File: src/rtl/mult_rr_sched_if.sv
`default_nettype none
// ============================================================================
// Module   : mult_rr_sched_if
// Purpose  : Request, core and response signal bundle for mult_rr_sched.
// Revision : 1.0  initial release
// ============================================================================
interface mult_rr_sched_if #(
    parameter int N_REQ = 4,
    parameter int WIDTH = 32,
    parameter int ID_W  = $clog2(N_REQ)
);
    logic [N_REQ-1:0]       i_req_valid;
    logic [N_REQ*WIDTH-1:0] i_req_a;
    logic [N_REQ*WIDTH-1:0] i_req_b;
    logic [N_REQ-1:0]       o_req_ready;
    logic                   o_mul_start;
    logic [WIDTH-1:0]       o_mul_a;
    logic [WIDTH-1:0]       o_mul_b;
    logic                   o_mul_abort;
    logic                   i_mul_done;
    logic [2*WIDTH-1:0]     i_mul_result;
    logic                   o_rsp_valid;
    logic [ID_W-1:0]        o_rsp_id;
    logic [2*WIDTH-1:0]     o_rsp_result;
    logic                   o_rsp_err;
    logic                   i_rsp_ready;
    logic                   o_busy;

    // Scheduler side.
    modport slave (
        input  i_req_valid, i_req_a, i_req_b, i_mul_done, i_mul_result, i_rsp_ready,
        output o_req_ready, o_mul_start, o_mul_a, o_mul_b, o_mul_abort,
               o_rsp_valid, o_rsp_id, o_rsp_result, o_rsp_err, o_busy
    );

    // Client / core / response-consumer side.
    modport master (
        output i_req_valid, i_req_a, i_req_b, i_mul_done, i_mul_result, i_rsp_ready,
        input  o_req_ready, o_mul_start, o_mul_a, o_mul_b, o_mul_abort,
               o_rsp_valid, o_rsp_id, o_rsp_result, o_rsp_err, o_busy
    );
endinterface
`default_nettype wire

File: src/rtl/mult_rr_sched.sv
`default_nettype none
// ============================================================================
// Module   : mult_rr_sched
// Purpose  : Round-robin scheduler sharing one sequential multiplier core
//            among N_REQ requesters, with timeout watchdog and tagged response.
// Revision : 1.0  initial release
// ============================================================================
module mult_rr_sched #(
    parameter int N_REQ   = 4,
    parameter int WIDTH   = 32,
    parameter int TIMEOUT = 200,
    parameter int ID_W    = $clog2(N_REQ)
) (
    input  wire logic       i_clk,
    input  wire logic       i_rst,
    mult_rr_sched_if.slave  bus
);
    localparam int                 c_TMR_W    = $clog2(TIMEOUT + 1);
    localparam logic [c_TMR_W-1:0] c_TMR_LAST = c_TMR_W'(TIMEOUT - 1);

    typedef enum logic [1:0] {
        ST_IDLE  = 2'd0,
        ST_ISSUE = 2'd1,
        ST_WAIT  = 2'd2,
        ST_RESP  = 2'd3
    } state_t;

    state_t               r_state;
    logic [ID_W-1:0]      r_last;
    logic [ID_W-1:0]      r_tag;
    logic [c_TMR_W-1:0]   r_timer;
    logic                 r_mul_start;
    logic                 r_mul_abort;
    logic [WIDTH-1:0]     r_mul_a;
    logic [WIDTH-1:0]     r_mul_b;
    logic                 r_rsp_valid;
    logic                 r_rsp_err;
    logic [2*WIDTH-1:0]   r_rsp_result;

    logic [WIDTH-1:0]     w_a_arr [N_REQ];
    logic [WIDTH-1:0]     w_b_arr [N_REQ];
    logic                 w_found;
    logic [ID_W-1:0]      w_win;
    logic [ID_W:0]        w_sum;

    for (genvar g = 0; g < N_REQ; g++) begin : g_unpack
        assign w_a_arr[g] = bus.i_req_a[g*WIDTH +: WIDTH];
        assign w_b_arr[g] = bus.i_req_b[g*WIDTH +: WIDTH];
    end

    // Search starts one past the last granted requester and wraps modulo N_REQ.
    always_comb begin
        w_found = 1'b0;
        w_win   = '0;
        w_sum   = '0;
        for (int i = 0; i < N_REQ; i++) begin
            w_sum = {1'b0, r_last} + (ID_W+1)'(i + 1);
            if (w_sum >= (ID_W+1)'(N_REQ)) begin
                w_sum = w_sum - (ID_W+1)'(N_REQ);
            end
            if (!w_found && bus.i_req_valid[w_sum[ID_W-1:0]]) begin
                w_found = 1'b1;
                w_win   = w_sum[ID_W-1:0];
            end
        end
    end

    always_ff @(posedge i_clk) begin
        if (i_rst) begin
            r_state      <= ST_IDLE;
            r_last       <= ID_W'(N_REQ - 1);
            r_tag        <= '0;
            r_timer      <= '0;
            r_mul_start  <= 1'b0;
            r_mul_abort  <= 1'b0;
            r_mul_a      <= '0;
            r_mul_b      <= '0;
            r_rsp_valid  <= 1'b0;
            r_rsp_err    <= 1'b0;
            r_rsp_result <= '0;
        end else begin
            r_mul_start <= 1'b0;
            r_mul_abort <= 1'b0;
            case (r_state)
                ST_IDLE: begin
                    if (w_found) begin
                        r_mul_a     <= w_a_arr[w_win];
                        r_mul_b     <= w_b_arr[w_win];
                        r_tag       <= w_win;
                        r_mul_start <= 1'b1;
                        r_state     <= ST_ISSUE;
                    end
                end
                ST_ISSUE: begin
                    r_timer <= '0;
                    r_state <= ST_WAIT;
                end
                ST_WAIT: begin
                    r_timer <= r_timer + c_TMR_W'(1);
                    // Completion takes priority over a coincident timeout.
                    if (bus.i_mul_done) begin
                        r_rsp_result <= bus.i_mul_result;
                        r_rsp_err    <= 1'b0;
                        r_rsp_valid  <= 1'b1;
                        r_state      <= ST_RESP;
                    end else if (r_timer == c_TMR_LAST) begin
                        r_rsp_result <= '0;
                        r_rsp_err    <= 1'b1;
                        r_rsp_valid  <= 1'b1;
                        r_mul_abort  <= 1'b1;
                        r_state      <= ST_RESP;
                    end
                end
                ST_RESP: begin
                    if (bus.i_rsp_ready) begin
                        r_last      <= r_tag;
                        r_rsp_valid <= 1'b0;
                        r_state     <= ST_IDLE;
                    end
                end
                default: r_state <= ST_IDLE;
            endcase
        end
    end

    assign bus.o_req_ready  = (r_state == ST_IDLE && !i_rst && w_found) ?
                              (N_REQ'(1) << w_win) : '0;
    assign bus.o_mul_start  = r_mul_start;
    assign bus.o_mul_a      = r_mul_a;
    assign bus.o_mul_b      = r_mul_b;
    assign bus.o_mul_abort  = r_mul_abort;
    assign bus.o_rsp_valid  = r_rsp_valid;
    assign bus.o_rsp_id     = r_tag;
    assign bus.o_rsp_result = r_rsp_result;
    assign bus.o_rsp_err    = r_rsp_err;
    assign bus.o_busy       = (r_state != ST_IDLE);

endmodule
`default_nettype wire

File: src/flat_wrapper.sv
// flat-port wrapper written by rule: the top's interface ports become plain ports
module mult_rr_sched_flat 
#(
    parameter int N_REQ   = 4,
    parameter int WIDTH   = 32,
    parameter int TIMEOUT = 200,
    parameter int ID_W    = $clog2(N_REQ)
)
  (i_clk, i_rst, bus_i_req_valid, bus_i_req_a, bus_i_req_b, bus_i_mul_done, bus_i_mul_result, bus_i_rsp_ready, bus_o_req_ready, bus_o_mul_start, bus_o_mul_a, bus_o_mul_b, bus_o_mul_abort, bus_o_rsp_valid, bus_o_rsp_id, bus_o_rsp_result, bus_o_rsp_err, bus_o_busy);
  mult_rr_sched_if #(.N_REQ(N_REQ), .WIDTH(WIDTH), .ID_W(ID_W)) bus_i ();
  input  wire logic i_clk;
  input  wire logic i_rst;
  input wire logic [$bits(bus_i.i_req_valid)-1:0] bus_i_req_valid;
  input wire logic [$bits(bus_i.i_req_a)-1:0] bus_i_req_a;
  input wire logic [$bits(bus_i.i_req_b)-1:0] bus_i_req_b;
  input wire logic [$bits(bus_i.i_mul_done)-1:0] bus_i_mul_done;
  input wire logic [$bits(bus_i.i_mul_result)-1:0] bus_i_mul_result;
  input wire logic [$bits(bus_i.i_rsp_ready)-1:0] bus_i_rsp_ready;
  output wire logic [$bits(bus_i.o_req_ready)-1:0] bus_o_req_ready;
  output wire logic [$bits(bus_i.o_mul_start)-1:0] bus_o_mul_start;
  output wire logic [$bits(bus_i.o_mul_a)-1:0] bus_o_mul_a;
  output wire logic [$bits(bus_i.o_mul_b)-1:0] bus_o_mul_b;
  output wire logic [$bits(bus_i.o_mul_abort)-1:0] bus_o_mul_abort;
  output wire logic [$bits(bus_i.o_rsp_valid)-1:0] bus_o_rsp_valid;
  output wire logic [$bits(bus_i.o_rsp_id)-1:0] bus_o_rsp_id;
  output wire logic [$bits(bus_i.o_rsp_result)-1:0] bus_o_rsp_result;
  output wire logic [$bits(bus_i.o_rsp_err)-1:0] bus_o_rsp_err;
  output wire logic [$bits(bus_i.o_busy)-1:0] bus_o_busy;
  assign bus_i.i_req_valid = bus_i_req_valid;
  assign bus_i.i_req_a = bus_i_req_a;
  assign bus_i.i_req_b = bus_i_req_b;
  assign bus_i.i_mul_done = bus_i_mul_done;
  assign bus_i.i_mul_result = bus_i_mul_result;
  assign bus_i.i_rsp_ready = bus_i_rsp_ready;
  assign bus_o_req_ready = bus_i.o_req_ready;
  assign bus_o_mul_start = bus_i.o_mul_start;
  assign bus_o_mul_a = bus_i.o_mul_a;
  assign bus_o_mul_b = bus_i.o_mul_b;
  assign bus_o_mul_abort = bus_i.o_mul_abort;
  assign bus_o_rsp_valid = bus_i.o_rsp_valid;
  assign bus_o_rsp_id = bus_i.o_rsp_id;
  assign bus_o_rsp_result = bus_i.o_rsp_result;
  assign bus_o_rsp_err = bus_i.o_rsp_err;
  assign bus_o_busy = bus_i.o_busy;
  mult_rr_sched #(.N_REQ(N_REQ), .WIDTH(WIDTH), .TIMEOUT(TIMEOUT), .ID_W(ID_W)) u_core (.i_clk(i_clk), .i_rst(i_rst), .bus(bus_i));
endmodule
File: config.mk
export PLATFORM = sky130hd
export DESIGN_NAME = mult_rr_sched_flat
export DESIGN_NICKNAME = d
export VERILOG_FILES = /design/src/rtl/mult_rr_sched_if.sv /design/src/rtl/mult_rr_sched.sv /design/src/flat_wrapper.sv
export SDC_FILE = /design/constraint.sdc
export NUM_CORES = 1
export LEC_CHECK = 0
export ABC_CLOCK_PERIOD_IN_PS = 3800
export BUFFER_PORTS_ARGS = -buffer_cell sky130_fd_sc_hd__buf_2
export CORE_AREA = 2 2 181 183
export DETAILED_ROUTE_END_ITERATION = 10
export DIE_AREA = 0 0 183 185
export PLACE_DENSITY = 0.56
export SETUP_SLACK_MARGIN = 0.4
export SLEW_MARGIN = 20
export SYNTH_ARGS = -nofsm -noshare
export SYNTH_HDL_FRONTEND = slang
export SYNTH_SLANG_ARGS = --single-unit
File: constraint.sdc
create_clock -name i_clk -period 3.8 [get_ports i_clk]
set_clock_uncertainty 0.05 [all_clocks]
set_input_delay 0.19 -clock i_clk [delete_from_list [all_inputs] [get_ports i_clk]]
set_output_delay 0.19 -clock i_clk [all_outputs]
set_load 0.03 [all_outputs]
Word-level counts from Yosys, hierarchy flattened. Index checks and enable logic that the tools add are counted.

Register bits: 146. Bits of input ports: 328. Output and inout port bits: 139.

$add $sub $neg: 9. Magnitude comparators: 9. Equality and inequality tests: 7. Shifts and indexed selects: 1. Mux-type cells: 42. Bitwise gates (word level): 3. Reductions and logical operators: 21.

Operators by type and width (count): binary-select mux 32 bit (select 2 bit) (2); 2-to-1 mux 32 bit (4); 2-to-1 mux 64 bit (2); 2-to-1 mux 2 bit (12); case mux 8 bit (2 select lines) (1); greater-or-equal comparator 3 bit, second input constant (5); 2-to-1 mux 1 bit (14); < comparator 2 x 3 -> 1 bit, second input constant (4); adder 8 x 1 -> 8 bit, second input constant (1); binary-select mux 1 bit (select 2 bit) (4); equality test 8 bit, second input constant (1); case mux 2 bit (4 select lines) (1); nonzero test 2 bit (4); subtractor 2 x 1 -> 2 bit, second input constant (4); adder 2 x 2 -> 3 bit, second input constant (2); AND reduction 2 bit (3); AND reduction 3 bit (2); logical AND 1 bit (5); equality test 2 bit, second input constant (2); logical NOT 1 bit (4); 2-to-1 mux 4 bit (1); left shift 1 x 2 -> 4 bit, first input constant (1); adder 2 x 1 -> 3 bit, second input constant (1); adder 2 x 3 -> 3 bit, second input constant (1); other kinds (10) (11).

Depth between registers and ports, before layout.
Word-level depth: 19. Mapped depth: 9. Mapped depth without buffers: 7.

Worst setup path after synthesis. Ideal clock, no wire load.

Path type: reg-to-output. Start: register u_core.r_last[0]. End: output port bus_o_req_ready[2]. Arrival: 1.827 ns. Path slack: 1.733 ns. Cell stages (with the launch flop): 7. Path buffers: 2. Path through: dfxtp_1 and2b_4 o221a_2 buf_2 buf_2 nand3_1 nor2_1.

Cells in the longest elaborated chain, start to end: 17. Elaborated cells on any way between the ends: 41. Those cells by class: add/sub (8); order compare (4); shift (1); mux (21); reduce/logical (7).

Ends and longest elaborated chain: from (decl) (RTL line mult_rr_sched.sv:29) `logic [ID_W-1:0] r_last;`; from (signal assigned) (RTL line mult_rr_sched.sv:71) `r_last <= ID_W'(N_REQ - 1);`; from (signal assigned) (RTL line mult_rr_sched.sv:116) `r_last <= r_tag;`; adder 2 x 1 -> 3 bit (RTL line mult_rr_sched.sv:57) `w_sum = {1'b0, r_last} + (ID_W+1)'(i + 1);`; greater-or-equal comparator 3 bit or subtractor 2 x 1 -> 2 bit (tied branches) (RTL line mult_rr_sched.sv:58, mult_rr_sched.sv:59); 2-to-1 mux 2 bit (RTL line mult_rr_sched.sv:58) `if (w_sum >= (ID_W+1)'(N_REQ)) begin`; binary-select mux 1 bit (select 2 bit) (RTL line mult_rr_sched.sv:61) `if (!w_found && bus.i_req_valid[w_sum[ID_W-1:0]]) begin`; 2-to-1 mux 1 bit (implied by the code) (RTL line mult_rr_sched.sv:61); 2-to-1 mux 1 bit (RTL line mult_rr_sched.sv:61); logical NOT 1 bit (RTL line mult_rr_sched.sv:61); logical AND 1 bit (RTL line mult_rr_sched.sv:61); 2-to-1 mux 1 bit (RTL line mult_rr_sched.sv:61); logical NOT 1 bit (RTL line mult_rr_sched.sv:61); logical AND 1 bit (RTL line mult_rr_sched.sv:61); 2-to-1 mux 1 bit (RTL line mult_rr_sched.sv:61); logical NOT 1 bit (RTL line mult_rr_sched.sv:61); logical AND 1 bit (RTL line mult_rr_sched.sv:61); 2-to-1 mux 2 bit or 2-to-1 mux 1 bit (tied branches) (RTL line mult_rr_sched.sv:61); left shift 1 x 2 -> 4 bit or logical AND 1 bit (tied branches) (RTL line mult_rr_sched.sv:127, mult_rr_sched.sv:126); 2-to-1 mux 4 bit (*) (RTL line mult_rr_sched.sv:126) `assign bus.o_req_ready = (r_state == ST_IDLE && !i_rst && w_found) ?`; to (decl) (RTL line flat_wrapper.sv:19) `output wire logic [$bits(bus_i.o_req_ready)-1:0] bus_o_req_ready;`.

Mark *: on every way between the ends. The rest lies on a longest branch, timed or not. The select of a mux whose other input is x is not followed.

Final worst setup path.
Start: register u_core.r_last[0]. End: output port bus_o_req_ready[3].

The elaborated chain is that of the path after synthesis.

==> impl_metrics.py <==
metrics = {
    "floorplanning": {
        "dieArea_sq_um": 33900,
        "die_y_microns": 185,
        "fp-row-count": 66,
        "design.core.area_sq_um": 32000,
        "die_w_microns": 183,
        "io_pins": 467,
        "initial_utilization": 0.223,
    },
    "drt": {
        "drtIter0Drc": 272,
        "vias": 8156,
        "drt-total-wl_microns": 29200,
        "ant_nets": 0,
        "remaining_drc_errors": 0,
        "post_drt_via_cell_ratio": 4.73,
        "wl_per_cell_microns": 16.9,
        "first_pass_iters": 5,
    },
    "cells_and_area": {
        "area_growth_syn_to_layout_pct": 54.2,
        "layout_commonest_cell": "buf_2",
        "drive_gt1_frac": 0.418,
        "fin_cells": 1724,
        "fill_cells": 3345,
        "final_util": 0.345,
        "final_cell_mix": "buf_2 (465), dfxtp_1 (146), nor2_1 (111)",
        "finalNetCount": 1634,
    },
    "min_path": {
        "hp-class": "in2reg",
    },
    "sta": {
        "rsz0062_at_grt": "false",
        "setup_viol": 0,
        "post-route-min-period_ns": 3.17,
        "timing.final.crit_share": 0.835,
        "maxSlewViolCount": 0,
        "worst_slew_pin_slew_ns": 1.00,
        "hold_violations": 0,
        "fin_ws_ns": 0.627,
        "tns_ns": 0,
        "relSlewSlack": 0.333,
        "clock.fmax_mhz": 315,
    },
    "power": {
        "p_leak_nw": 5.41,
        "p_per_area_nw_per_um2": 610,
        "max-vdd-ir-drop_mv": 0.311,
    },
    "yosys": {
        "syn_area_sq_um": 7160,
        "yosys_warnings": 0,
        "async_flop_share": 0,
        "synthesis.nets": 1144,
        "ys_seq_area_frac": 0.408,
        "yosysUniqueCellTypes": 41,
        "ys.flop_type": "dfxtp_1",
        "synth_edf_count": 0,
        "postSynthAreaPerCell_sq_um": 8.83,
        "syn_inst": 811,
        "synth-seq-cells": 146,
    },
    "placement": {
        "dp.final_hpwl_microns": 20700,
        "io_buffer_count": 466,
        "placedCellCount": 1625,
        "place_congestion": 0.790,
        "place_ws_ns": 1.04,
    },
    "clock_tree": {
        "clockRootBuffer": "clkbuf_16",
        "post_cts_buffers": 0,
        "clk_latency_ns": 0.43,
        "clockBufferDepth": 2,
        "clkSinkCount": 146,
        "cts_tree": "yes",
        "clk_pin_slew_ns": 0.07,
        "cts-htree-levels": 4,
        "cts-buffers-inserted": 17,
    },
    "global_route": {
        "grt_pass1_vias": 7999,
        "overflow": 0,
        "grt_usage": 0.165,
        "grt_pass1_wl_microns": 43600,
        "antenna_found_initial": 2,
        "grt_max_degree": 66,
    },
    "worst_setup_path": {
        "crit_fanout": 54,
        "cp_data_required_time_ns": 3.56,
        "critPathArrivalTime_ns": 2.93,
        "crit_path_end_kind": "output port",
        "critPathKind": "reg2out",
        "cp-start-kind": "flop",
    },
    "job": {
        "max_cap_violations": 0,
    },
    "run_status": {
        "status": "finished clean",
    },
}
[metal layers]
metal | vias to the layer above | global-route usage | routed length (microns) | share of wire
met3 | 30 | 0.0484 | 2240 | 0.077
met1 | 3830 | 0.194 | 12200 | 0.42
met4 | 2 | 0.0659 | 577 | 0.020
met5 | - | 0 | 10 | 0.00034
met2 | 357 | 0.282 | 14100 | 0.48
li1 | 3937 | - | - | -
[critical path: stages (launching register included)]
cell	delay, ns
dfxtp_1	0.33
and2b_4	0.28
o221a_4	0.83
nand3_1	0.60
nor2_1	0.23
buf_2	0.23
[layout make-up]
class	count	area [sq um]	share of cell area
clock buffer	18	429	0.0389
tap	408	510	0.0462
sequential	146	2920	0.265
timing repair buffer	546	3110	0.282
clock inverter	14	120	0.0109
antenna	2	5.00	0.000453
inverter	38	143	0.0129
multi-input combinational	552	3800	0.344
[synthesized netlist by cell type (all sizes together) (3+ instances only)]
cell type	instances	share of area
inv	38	0.020
nand2b	5	0.0044
mux2i	97	0.14
nand2	64	0.034
a31o	25	0.031
nand4	4	0.0035
o21ai	8	0.0072
buf	27	0.022
a22oi	64	0.067
a21oi	5	0.0035
o221ai	7	0.0086
a211oi	35	0.037
ha	5	0.0087
nor2	113	0.059
a2111oi	32	0.046
dfxtp	146	0.41
xor2	4	0.0049
clkbuf	48	0.025
a31oi	32	0.028
nand3	7	0.0049
or3	3	0.0026
and3	27	0.024
[cell families after synthesis]
logic type | share of synthesized area
AO/OA/AOI/OAI | 0.233
AND/OR/NAND/NOR | 0.141
XOR/XNOR | 0.00612
buffers and inverters | 0.0675
multiplexers | 0.136
adder cells (fa/ha/maj) | 0.00874
flip-flops | 0.408
[power breakdown]
group	internal, mW	switching [mW]	leakage (nW)
combinational	1.02	1.97	3.95
clock	0.854	0.754	0.257
sequential	1.94	0.203	1.20
total	3.81	2.93	5.41
[path summary, 6_finish.rpt]
path / start / to / slack (ns) / cells past startpoint
max: u_core.r_last[0]$_SDFFE_PP1P_ / bus_o_req_ready[3] / 0.63 / 5
min: bus_i_req_b[121] / u_core.bus.o_mul_b[25]$_SDFFE_PP0P_ / 0.03 / 3
max reg2reg: u_core.r_last[0]$_SDFFE_PP1P_ / u_core.bus.o_mul_a[27]$_SDFFE_PP0P_ / 1.08 / 6
min reg2reg: u_core.bus.o_mul_b[17]$_SDFFE_PP0P_ / u_core.bus.o_mul_b[17]$_SDFFE_PP0P_ / 0.41 / 2
[stage by stage]
step / hold WS, ns / instance area, sq um / total power [mW]
after floorplan: 0.299 / 7160 / 4.13
after global placement: 0.384 / 9830 / 5.08
after detailed placement: 0.394 / 9830 / 5.12
after CTS: 0.00303 / 11000 / 6.83
after global routing: 0.0277 / 11000 / 7.15
final: 0.0326 / 11000 / 6.74
[sequential cells by signal, indices dropped and copies added, names as in the netlist]
register and flops:
u_core.r_last 2, u_core.bus.o_mul_b 32, u_core.r_timer 8, u_core.r_state 2
u_core.bus.o_rsp_id 2, u_core.bus.o_rsp_result 64, u_core.bus.o_mul_a 32, u_core.bus.o_mul_start 1
u_core.bus.o_rsp_valid 1, u_core.bus.o_mul_abort 1, u_core.bus.o_rsp_err 1
[timing repair]
action                                 in CTS  in global routing
endpoints found under the hold margin      65                  0
hold buffers                               65                  0
gates resized for setup                     0                  0
(Power assumes the default switching activity.)
